**config.mk**
```make
export PLATFORM = sky130hd
export DESIGN_NAME = rom_string_sender_flat
export DESIGN_NICKNAME = d
export VERILOG_FILES = /design/src/rtl/rom_string_sender_if.sv /design/src/rtl/rom_string_sender.sv /design/src/flat_wrapper.sv
export SDC_FILE = /design/constraint.sdc
export NUM_CORES = 1
export LEC_CHECK = 0
export CORE_MARGIN = 1
export CORE_UTILIZATION = 40
export CTS_BUF_LIST = sky130_fd_sc_hd__clkbuf_8
export DETAILED_ROUTE_END_ITERATION = 8
export PLACE_DENSITY = 0.73
export SYNTH_ARGS = -nofsm -noshare
export SYNTH_HDL_FRONTEND = slang
export SYNTH_SLANG_ARGS = --single-unit
```
**constraint.sdc**
```tcl
create_clock -name clk_i -period 3.5 [get_ports clk_i]
set_clock_uncertainty 0.05 [all_clocks]
set_input_delay 0.875 -clock clk_i [delete_from_list [all_inputs] [get_ports clk_i]]
set_output_delay 0.875 -clock clk_i [all_outputs]
set_load 0.005 [all_outputs]
```
**src/rtl/rom_string_sender_if.sv**
```systemverilog
// Bundle between the string sequencer, the message ROM read port and the UART transmitter.
// master = sequencer side; slave = the memory/transmitter/control side.
interface rom_string_sender_if #(
  parameter int ADDR_W = 4,
  parameter int DATA_W = 8
);
  logic              start_i;
  logic [ADDR_W-1:0] addr_o;
  logic [DATA_W-1:0] data_i;
  logic [DATA_W-1:0] tx_data_o;
  logic              tx_valid_o;
  logic              tx_ready_i;
  logic              busy_o;
  logic              done_o;

  modport master (
    input  start_i, data_i, tx_ready_i,
    output addr_o, tx_data_o, tx_valid_o, busy_o, done_o
  );

  modport slave (
    output start_i, data_i, tx_ready_i,
    input  addr_o, tx_data_o, tx_valid_o, busy_o, done_o
  );
endinterface

```
**src/rtl/rom_string_sender.sv**
```systemverilog
// Walks a null-terminated string in a 1-cycle-latency ROM and hands each byte to the UART (3 cycles/byte).
// tx_valid_o/tx_data_o hold until tx_ready_i; the last address ends the string even without a null.
module rom_string_sender #(
  parameter int                ADDR_W     = 4,
  parameter int                DATA_W     = 8,
  parameter logic [ADDR_W-1:0] START_ADDR = '0
) (
  input  logic                clk_i,
  input  logic                rst_ni,
  rom_string_sender_if.master bus
);

  localparam logic [ADDR_W-1:0] LAST_ADDR = '1;

  typedef enum logic [2:0] {
    IDLE  = 3'd0,
    FETCH = 3'd1,
    LOAD  = 3'd2,
    SEND  = 3'd3,
    DONE  = 3'd4
  } state_t;

  state_t            state;
  logic [ADDR_W-1:0] addr_q;
  logic [DATA_W-1:0] tx_data_q;
  logic              tx_valid_q;

  always_ff @(posedge clk_i or negedge rst_ni) begin
    if (!rst_ni) begin
      state      <= IDLE;
      addr_q     <= START_ADDR;
      tx_data_q  <= '0;
      tx_valid_q <= 1'b0;
    end else begin
      case (state)
        IDLE: begin
          if (bus.start_i) begin
            addr_q <= START_ADDR;
            state  <= FETCH;
          end
        end
        // ROM samples addr_q on this edge; data_i is valid in LOAD
        FETCH: state <= LOAD;
        LOAD: begin
          if (bus.data_i == '0) begin
            state <= DONE;
          end else begin
            tx_data_q  <= bus.data_i;
            tx_valid_q <= 1'b1;
            state      <= SEND;
          end
        end
        SEND: begin
          if (bus.tx_ready_i) begin
            tx_valid_q <= 1'b0;
            // last address is an implicit terminator, so addr_q never wraps
            if (addr_q == LAST_ADDR) begin
              state <= DONE;
            end else begin
              addr_q <= addr_q + 1'b1;
              state  <= FETCH;
            end
          end
        end
        DONE:    state <= IDLE;
        default: state <= IDLE;
      endcase
    end
  end

  assign bus.addr_o     = addr_q;
  assign bus.tx_data_o  = tx_data_q;
  assign bus.tx_valid_o = tx_valid_q;
  assign bus.busy_o     = (state != IDLE);
  assign bus.done_o     = (state == DONE);

endmodule
```
**src/flat_wrapper.sv**
```systemverilog
// flat-port wrapper written by rule: the top's interface ports become plain ports
module rom_string_sender_flat 
#(
  parameter int                ADDR_W     = 4,
  parameter int                DATA_W     = 8,
  parameter logic [ADDR_W-1:0] START_ADDR = '0
)
  (clk_i, rst_ni, bus_start_i, bus_data_i, bus_tx_ready_i, bus_addr_o, bus_tx_data_o, bus_tx_valid_o, bus_busy_o, bus_done_o);
  rom_string_sender_if #(.ADDR_W(ADDR_W), .DATA_W(DATA_W)) bus_i ();
  input  logic clk_i;
  input  logic rst_ni;
  input wire logic [$bits(bus_i.start_i)-1:0] bus_start_i;
  input wire logic [$bits(bus_i.data_i)-1:0] bus_data_i;
  input wire logic [$bits(bus_i.tx_ready_i)-1:0] bus_tx_ready_i;
  output wire logic [$bits(bus_i.addr_o)-1:0] bus_addr_o;
  output wire logic [$bits(bus_i.tx_data_o)-1:0] bus_tx_data_o;
  output wire logic [$bits(bus_i.tx_valid_o)-1:0] bus_tx_valid_o;
  output wire logic [$bits(bus_i.busy_o)-1:0] bus_busy_o;
  output wire logic [$bits(bus_i.done_o)-1:0] bus_done_o;
  assign bus_i.start_i = bus_start_i;
  assign bus_i.data_i = bus_data_i;
  assign bus_i.tx_ready_i = bus_tx_ready_i;
  assign bus_addr_o = bus_i.addr_o;
  assign bus_tx_data_o = bus_i.tx_data_o;
  assign bus_tx_valid_o = bus_i.tx_valid_o;
  assign bus_busy_o = bus_i.busy_o;
  assign bus_done_o = bus_i.done_o;
  rom_string_sender #(.ADDR_W(ADDR_W), .DATA_W(DATA_W), .START_ADDR(START_ADDR)) u_core (.clk_i(clk_i), .rst_ni(rst_ni), .bus(bus_i));
endmodule
```
# Word level (Yosys, flattened, before mapping)
# Index checks and enable logic that the tools add are counted.
word_totals:
  reg_bits: 16
  word_cells: 36
  input_bits: 12
op_classes:
  bitwise_logic: 1
  add_sub_neg: 1
  muxes: 12
  n_reduce_logical: 9
  eq_ne: 9
op_table:
  columns: ["op", "count"]
  rows:
  - ["2-to-1 mux 3 bit", 4]
  - ["2-to-1 mux 4 bit", 3]
  - ["one-hot mux 3 bit (4 select lines)", 1]
  - ["zero test 8 bit", 1]
  - ["!= test 2 bit, second input constant", 4]
  - ["one-hot mux 4 bit (2 select lines)", 1]
  - ["== test 3 x 2 -> 1 bit, second input constant", 2]
  - ["adder 4 x 1 -> 4 bit, second input constant", 1]
  - ["== test 4 bit, second input constant", 1]
  - ["AND reduction 2 bit", 2]
  - ["AND reduction 4 bit", 1]
  - ["nonzero test 2 bit", 2]
  - ["== test 3 x 1 -> 1 bit, second input constant", 1]
  - ["== test 3 bit, second input constant", 1]
  - ["zero test 3 bit", 1]
  - ["AND reduction 3 bit", 1]
  - ["nonzero test 3 bit", 1]
  - ["2-to-1 mux 1 bit", 2]
  - ["one-hot mux 1 bit (2 select lines)", 1]
  - ["NOT 1 bit", 1]

# Longest topological paths before layout
depth:
  ltp_word: 4
  mapped_depth: 4

# Least setup slack after synthesis
# Ideal clock, no wire load.
synth_path:
  path_type: "input port to flip-flop"
  startpoint: "input bus_data_i[1]"
  endpoint: "register u_core.tx_data_q[0] (netlist: u_core.bus.tx_data_o[0])"
  path_slack_ns: 1.580
  arrival_ns: 1.745
  stages: 3
  required_time_ns: 3.325
  path_cell_list: "nor4_2 -> a211oi_4 -> mux2_2"
synth_between:
  elab_chain_len: 3
synth_rtl:
  columns: ["item", "line_no", "rtl"]
  rows:
  - ["start: declaration", "flat_wrapper.sv:13", "input wire logic [$bits(bus_i.data_i)-1:0] bus_data_i;"]
  - ["zero test 8 bit", "rom_string_sender.sv:45", "if (bus.data_i == '0) begin"]
  - ["NOT 1 bit (no source line)", null, null]
  - ["AND reduction 2 bit (no source line)", null, null]
  - ["end signal: assignment", "rom_string_sender.sv:48", "tx_data_q <= bus.data_i;"]
  - ["end: declaration", "rom_string_sender.sv:25", "logic [DATA_W-1:0] tx_data_q;"]
# Every way passes these cells.
# A chain may end at the register's enable or synchronous reset.

# Worst setup path in the final report
layout_path:
  startpoint: "register u_core.state[0]"
  endpoint: "output bus_busy_o"
layout_between:
  elab_chain_len: 1
layout_rtl:
  columns: ["item", "line_no", "rtl"]
  rows:
  - ["start: declaration", "rom_string_sender.sv:23", "state_t state;"]
  - ["start signal: assignment", "rom_string_sender.sv:30", "state <= IDLE;"]
  - ["start signal: assignment", "rom_string_sender.sv:39", "state <= FETCH;"]
  - ["start signal: assignment", "rom_string_sender.sv:43", "FETCH: state <= LOAD;"]
  - ["nonzero test 3 bit", "rom_string_sender.sv:74", "assign bus.busy_o = (state != IDLE);"]
  - ["end: declaration", "flat_wrapper.sv:18", "output wire logic [$bits(bus_i.busy_o)-1:0] bus_busy_o;"]
# Every way passes these cells.

==> key figures <==
Worst setup path
  • Critical path endpoint category: output port
  • WP data arrival: between 1500 and 2000 ps
  • R2r worst-path depth: 3
  • R2R Setup Slk: 1830 ps
  • Critical path required time: 2570 ps
  • Crit-path max FO: 11
  • Critical register-to-register path endpoint: u_core.bus.tx_data_o[6]
  • Worst flop-to-flop path startpoint: u_core.state[2]
  • Critical path class: flop to output port
  • Startpoint types: flop

STA
  • Fin crit share: between 70 and 80%
  • Setup TNS: 0 ps
  • Final setup viols: 0
  • Slew HR: 52.8%
  • Fin. max-slew vios: 0
  • Worst-Margin Slew: roughly 710 ps
  • Clock period minus worst slack: between 2000 and 3000 ps
  • Fmax: between 300 and 400 MHz
  • Unrepaired setup endpoints after global routing: false
  • Fin. Hold Viols: 0
  • Worst Hold Slack: about 440 ps

Layout
  • Fillers: between 150 and 200
  • Fin util: roughly 63%
  • Area grow syn2layout: 45.5%
  • Final instance area: approximately 1100 µm²
  • Final layout net count: between 90 and 100
  • Antenna Cells: 0
  • Most frequent cells in the layout: 26 x clkdlybuf4s50_1, 16 x dfrtp_1, 10 x mux2_2
  • Share of layout cells above drive strength 1: between 20% and 30%
  • Commonest non-fill, non-tap cell in the layout: clkdlybuf4s50_1

GRT
  • Largest net degree at the start of global routing: 17
  • First-pass GRT wire length: 2.45 mm
  • GRT Residual Overflow: 0
  • Vias in the first global route: just under 600
  • Antenna violations before repair: 0
  • GRT Overall Usage: 16.8%

CTS
  • CTS tree: built
  • Longest Clk Path Bufs: 2
  • TritonCTS Sinks: 16
  • Hold_buf cts: 0
  • TritonCTS Buffers: 3
  • Post-CTS setup buffers: 0
  • CTS H-tree lvls: 1
  • Worst-Skew Late Latency: about 240 ps
  • Clock root cell: clkbuf_8
  • Cells resized by post-CTS repair: 0
  • Clock-pin slew on the worst setup and hold paths: roughly 60 ps

Logic synthesis
  • Seq/Total Area, Yosys: roughly 53%
  • Synth Instances: 56
  • Syn. warnings: 0
  • Ys async rst share: between 90% and 100%
  • Distinct cells, synth: 27
  • Flip-flop and latch count after synthesis: 16
  • EDFF count, synth: 0
  • Avg Cell Area, Syn: 13.4 µm²
  • Syn_nets: 69
  • Ys flop type: dfrtp_1
  • Mapped cell area: around 750 µm²

Place
  • Buffers added on ports: 26
  • GPL Wtd Cong: 0.798
  • Dpl cell area: approximately 1000 µm²
  • Post-DP HPWL: 1.06 mm

Routing
  • Via/cell ratio: a little over 5
  • WL/cell: around 13 µm
  • Vias: approximately 570
  • Routed WL: 1.44 mm
  • DRT Pass-1 Iters: 3
  • ANT nets after route: 0
  • Initial DRC Count: 5
  • Residual DRC: 0

Hold path
  • Hold/Removal Path Class: flop to flop
  • Hold Crit Depth: 1
  • Hold path start: u_core.bus.tx_valid_o
  • WHS Endpoint: u_core.bus.tx_valid_o

Power and ir drop
  • Switching power share of the total: around 30%
  • Sequential group share of total power: around two fifths
  • Gate power share: about 45%
  • Clk network pwr share: ~17%
  • Internal Power: roughly 0.66 mW
  • Leak: approximately 0.44 nW
  • Pwr/cell area: around 850 nW/µm²
  • Sw power: around 0.27 mW
  • Maximum vdd drop: 484 µV

Floorplanning
  • Core Box Area: between 1500 and 2000 µm²
  • Core Rows: 15
  • Die height: roughly 45 µm
  • Io pins: 27
  • Die X: between 40 and 50 µm
  • Die area: roughly 2100 µm²
  • Initial Util: between 40% and 50%

Run status
  • Outcome: finished clean

Job
  • Max-cap check violation count: 0
-- metrics by stage --
step                      setup slack [ps]  instances  total power, mW
after floorplan                       1580         56            0.564
after global placement                 995        106            0.771
after detailed placement               984        106            0.779
after CTS                              929        110            0.948
after global routing                   859        110            0.999
final                                  944        110            0.933
-- metal layers --
metal,GRT usage [%],wire length (µm)
met1,21.0,665
met4,10.9,13
met3,2.40,66
met5,0,0
met2,27.0,696
-- cells by family (layout without fill, tap and decap cells) --
| group | Yosys count | count (layout) | share of synthesized area [%] |
|---|---|---|---|
| multiplexers | 11 | 11 | 16.3 |
| adder cells (fa/ha/maj) | 1 | 1 | 1.67 |
| flip-flops | 16 | 16 | 53.3 |
| buffers and inverters | 2 | 31 | 1.17 |
| AO/OA/AOI/OAI | 12 | 12 | 14.2 |
| AND/OR/NAND/NOR | 14 | 14 | 13.3 |
-- synth_stat cells (2+ instances only) --
cell / instances / area share [%]
a21oi_1: 2 / 1.3
a32o_1: 2 / 2.7
dfrtp_1: 16 / 53
mux2_2: 10 / 15
nand3_1: 2 / 1.3
nor2b_1: 2 / 1.7
nor4_2: 2 / 3.3
-- worst max path at each step --
stage	slack, ps	end	from
2_1_floorplan	1580	u_core.bus.tx_data_o[0]	bus_data_i[1]
6_report	940	bus_busy_o	u_core.state[0]
5_1_grt	860	bus_busy_o	u_core.state[0]
3_3_place_gp	990	u_core.bus.tx_data_o[1]	bus_data_i[3]
4_1_cts	930	bus_busy_o	u_core.state[0]
3_5_place_dp	980	u_core.bus.tx_data_o[1]	bus_data_i[3]
-- registers in the layout, summed over array words and instances, names as in the netlist --
signal	count
u_core.bus.tx_data_o	8
u_core.bus.addr_o	4
u_core.state	3
u_core.bus.tx_valid_o	1
-- power groups by stage --
stage,Sequential [mW],Clock (mW),Combinational [mW]
finish,0.357,0.160,0.416
global route,0.374,0.171,0.453
CTS,0.358,0.167,0.423
detailed placement,0.359,0,0.420
global placement,0.357,0,0.414
floorplan,0.342,0,0.223
-- layout make-up --
class	count	area, µm²	area share [%]
clock buffers	4	55.1	5.04
inverters	1	3.75	0.344
multi-input cells	38	342	31.3
flip-flops and latches	16	400	36.7
well taps	25	31.3	2.86
repair buffers	26	260	23.8
-- critical path: stages, from the launching register on --
cell and delay [ps]:
dfrtp_1 500, or3_1 430, clkdlybuf4s50_1 450
No activity file was read; power rests on OpenSTA's default activity.
==> variant 1: new RTL, same flow settings <==
`DATA_W` is set to 8 in 3 places; all go to 10.
--- a/src/rtl/rom_string_sender_if.sv
+++ b/src/rtl/rom_string_sender_if.sv
@@ -4,3 +4,3 @@
   parameter int ADDR_W = 4,
-  parameter int DATA_W = 8
+  parameter int DATA_W = 10
 );
--- a/src/rtl/rom_string_sender.sv
+++ b/src/rtl/rom_string_sender.sv
@@ -4,3 +4,3 @@
   parameter int                ADDR_W     = 4,
-  parameter int                DATA_W     = 8,
+  parameter int                DATA_W     = 10,
   parameter logic [ADDR_W-1:0] START_ADDR = '0
--- a/src/flat_wrapper.sv
+++ b/src/flat_wrapper.sv
@@ -4,3 +4,3 @@
   parameter int                ADDR_W     = 4,
-  parameter int                DATA_W     = 8,
+  parameter int                DATA_W     = 10,
   parameter logic [ADDR_W-1:0] START_ADDR = '0
Ports: changed (resized bus_data_i and bus_tx_data_o); port bits go from 27 to 31. The function was not compared with the original's and may differ.
==> variant 1 against the unedited design <==
  * Count of clock-buffer cells in the layout shrank 1
  * Total power grew 10%
  * Die area grew 16%
  * Cell area grew 12%
  * Synthesized area grew 17%
  * Cell count grew 19%
  * Setup slack lost 0.013 ns
  * Sequential power grew 11%
  * Maximum frequency shrank 0.51%
  * First-iteration DRC count grew 60%
  * Wire length grew 27%
  * Critical path depth is the same
  * Sequential cell count grew 2
==> variant 1: results (changes against the unedited design) <==
status:
  status: "completed"
global_route:
  track_usage_pct: 17.8  # +1.0 points
  grt_pass1_wl_um: 3250  # +33%
  grt_pass1_vias: 749  # +26%
  grt_max_degree: 19  # +2
drt:
  drt_iter0_markers: 8  # +3
  drt-total-wl_um: 1820  # +27%
  vias: 695  # +23%
  dr.pass1.iters: 4  # +1
timing:
  fin_hold_ws_ns: 0.435  # -0.000156 ns
  fmax_mhz: 389  # -0.51%
logic_synthesis:
  synthAdderAreaFrac_pct: 1.42  # -0.24 points
  ys_types: 30  # +11%
  synth_common_cells: "18 x dfrtp_1, 8 x mux2_2, 7 x nand2_1"
  muxShareOfSynthArea_pct: 10.2  # -6.1 points
  syn_nets: 90  # +30%
  ys_seq_area_share_pct: 51.2  # -2.1 points
  avgSynthCellArea_um2: 11.7  # -13%
  synthTopCellsByArea: "dfrtp_1 51%, mux2_2 10%, nand2_1 3.0%"
worst_setup_path:
  regToRegSetupSlack_ns: 1.70  # -0.13 ns
  path_max_fanout: 13  # +2
  ff2ff_path_depth: 4  # +1
power:
  static-leakage-power_nw: 0.526  # +21%
  power_density_nw_per_um2: 840  # -1.6%
  vdd_drop_max_v: 0.000410  # -15%
  seq_power_share_pct: 38.3  # about the same
  p_sw_share_pct: 31.6  # +2.2 points
place:
  portBuffers: 30  # +15%
  dp_hpwl_um: 1410  # +32%
  gp_congestion: 0.795  # -0.29%
  place_ws_ns: 0.757  # -0.227 ns
  place_area_um2: 1180  # +14%
cells_and_area:
  fillers: 176  # +17%
  finalNonFillerCells: 131  # +19%
  final_nets: 121  # +22%
  largest_reg_flops: 10  # +2
  layout-drive-gt1-share_pct: 18.3  # -4.1 points
hold_path:
  worstHoldPathCells: 2  # +1
clock_tree:
  cts_setup_buffers: 0  # unchanged
==> variant 1: routing by layer <==
metal  track usage [%]  vias up  wire [um]  part of all wire [%]
li1                  -      334          -                     -
met1              20.8      334        804                    44
met2              29.4       27        897                    49
met3              4.98        0        122                   6.7
met4              9.80        0          0                     0
met5                 0        -          0                     0
==> variant 1: final cells by class <==
cell class | instances | area [um2] | area share (%)
multi-input combinational | 51 | 393 | 32.0
tap | 27 | 33.8 | 2.76
inverter | 2 | 7.51 | 0.612
clock buffer | 3 | 41.3 | 3.37
sequential | 18 | 450 | 36.7
timing repair buffer | 30 | 300 | 24.5
==> variant 1: final timing paths <==
check                                              to
worst min-delay path            u_core.bus.tx_valid_o
min in group asynchronous        u_core.bus.addr_o[2]
worst min register to register  u_core.bus.tx_valid_o
worst max register to register   u_core.bus.addr_o[2]
worst max-delay path                       bus_busy_o
max in group asynchronous        u_core.bus.addr_o[0]
==> variant 2: new RTL, same settings <==
Without the edit above. Re-encode `state_t` (5 states) as one-hot, 5 bits wide.
--- a/src/rtl/rom_string_sender.sv
+++ b/src/rtl/rom_string_sender.sv
@@ -14,8 +14,8 @@
 
-  typedef enum logic [2:0] {
-    IDLE  = 3'd0,
-    FETCH = 3'd1,
-    LOAD  = 3'd2,
-    SEND  = 3'd3,
-    DONE  = 3'd4
+  typedef enum logic [4:0] {
+    IDLE  = 5'b00001,
+    FETCH = 5'b00010,
+    LOAD  = 5'b00100,
+    SEND  = 5'b01000,
+    DONE  = 5'b10000
   } state_t;
Formal check against the unedited RTL: no difference found for any inputs over 10 cycles, from zero or initial values and one cycle with rst_ni low; not proved beyond that.
==> variant 2 against the unedited design <==
  * Hold slack better by 0.026 ns
  * Cell area is 8.8% higher
  * Synthesized area is 12% higher
  * Sequential cell count is 2 higher
  * Clock power is 3% higher
  * Total power is 9.0% lower
  * First-iteration DRC count is 40% higher
  * Wire length is 19% higher
  * Setup slack worse by 0.14 ns
  * Largest cell class unchanged
  * Largest power group unchanged
  * Highest routed layer unchanged
==> variant 2: results (changes against the unedited design) <==
timing:
  period_share_pct: 77.1  # +4.0 points
  worst_pin_slew_ns: 0.799  # +0.0934 ns
  fin_hold_ws_ns: 0.461  # +0.0263 ns
drt:
  drt-total-wl_um: 1710  # +19%
  drt_iter0_markers: 7  # +2
  dr.pass1.iters: 2  # -1
  avgViaCountPerCell: 5.13  # -0.22%
  vias: 656  # +16%
  wl_met3_um: 43  # -35%
hold_path:
  hp-start: "u_core.bus.tx_data_o[2]"
  holdPathEnd: "u_core.bus.tx_data_o[2]"
status:
  status: "completed"
worst_setup_path:
  timing.rr.start: "u_core.state[1]"
  r2r-end: "u_core.bus.addr_o[1]"
  path_max_fanout: 5  # -6
  regToRegSetupSlack_ns: 1.74  # -0.09 ns
place:
  place_area_um2: 1130  # +9.3%
  dp_hpwl_um: 1260  # +19%
  gp_congestion: 0.726  # -9.0%
global_route:
  met1_usage_pct: 23.7  # +2.7 points
  grt_pass1_vias: 601  # +1.0%
  met3_usage_pct: 2.26  # -0.14 points
  grt_max_degree: 19  # +2
  grt_pass1_wl_um: 2680  # +9.3%
logic_synthesis:
  ys_types: 28  # +3.7%
  synth_common_cells: "17 x dfrtp_1, 8 x mux2_2, 4 x a31oi_1, 4 x nand2_1, 4 x nor4_1"
  synthTopCellsByArea: "dfrtp_1 51%, mux2_2 11%, dfstp_2 3.1%"
  ys_seq_area_share_pct: 53.8  # +0.47 points
-- variant 2: cell count changes in the layout (fill, tap and decap cells not counted), moves of 2 or more --
cell and change:
nor4_1 +4, a31oi_1 +3, nand2_1 +3, nor3_1 +3, a21oi_1 -2, inv_1 +2, mux2_2 -2, nor4_2 -2
o21ai_0 +2, or3_1 +2
-- variant 2: worst max-delay path by stage --
stage               startpoint              end  cells past startpoint
2_1_floorplan    bus_data_i[5]  u_core.state[3]                      3
3_3_place_gp     bus_data_i[5]  u_core.state[3]                      4
3_5_place_dp     bus_data_i[5]  u_core.state[3]                      4
4_1_cts        u_core.state[3]       bus_done_o                      3
5_1_grt        u_core.state[2]       bus_done_o                      3
6_report       u_core.state[3]       bus_done_o                      3
-- variant 2: power breakdown --
| part | total [mW] | switching, mW | leakage (nW) | internal (mW) |
|---|---|---|---|---|
| Clock | 0.165 | 0.0654 | 0.0288 | 0.0998 |
| Sequential | 0.338 | 0.0531 | 0.224 | 0.285 |
| Combinational | 0.345 | 0.128 | 0.226 | 0.217 |
| Total | 0.848 | 0.246 | 0.479 | 0.602 |
-- variant 2: layout make-up --
type                       count  share of cell area (%)
timing repair buffer          26                    21.9
tap                           27                    2.84
sequential                    18                    38.0
clock buffer                   4                    4.63
inverter                       3                   0.947
multi-input combinational     50                    31.7
-- variant 2: worst max-delay path: stages, from the launching register on --
cell and delay, ns:
dfrtp_1 0.40, or2_4 0.28, nor4b_1 0.29, clkdlybuf4s50_1 0.55
-- variant 2: cells by family (layout without fill, tap and decap cells) --
group           count (synthesis)  in the layout  synth area share, %
simple gates                   28             28                 20.0
flops                          18             18                 53.8
compound gates                 11             11                 10.3
mux                            10             10                 13.1
buf+inv                         3             33                 1.34
fa+ha+maj                       1              1                 1.49
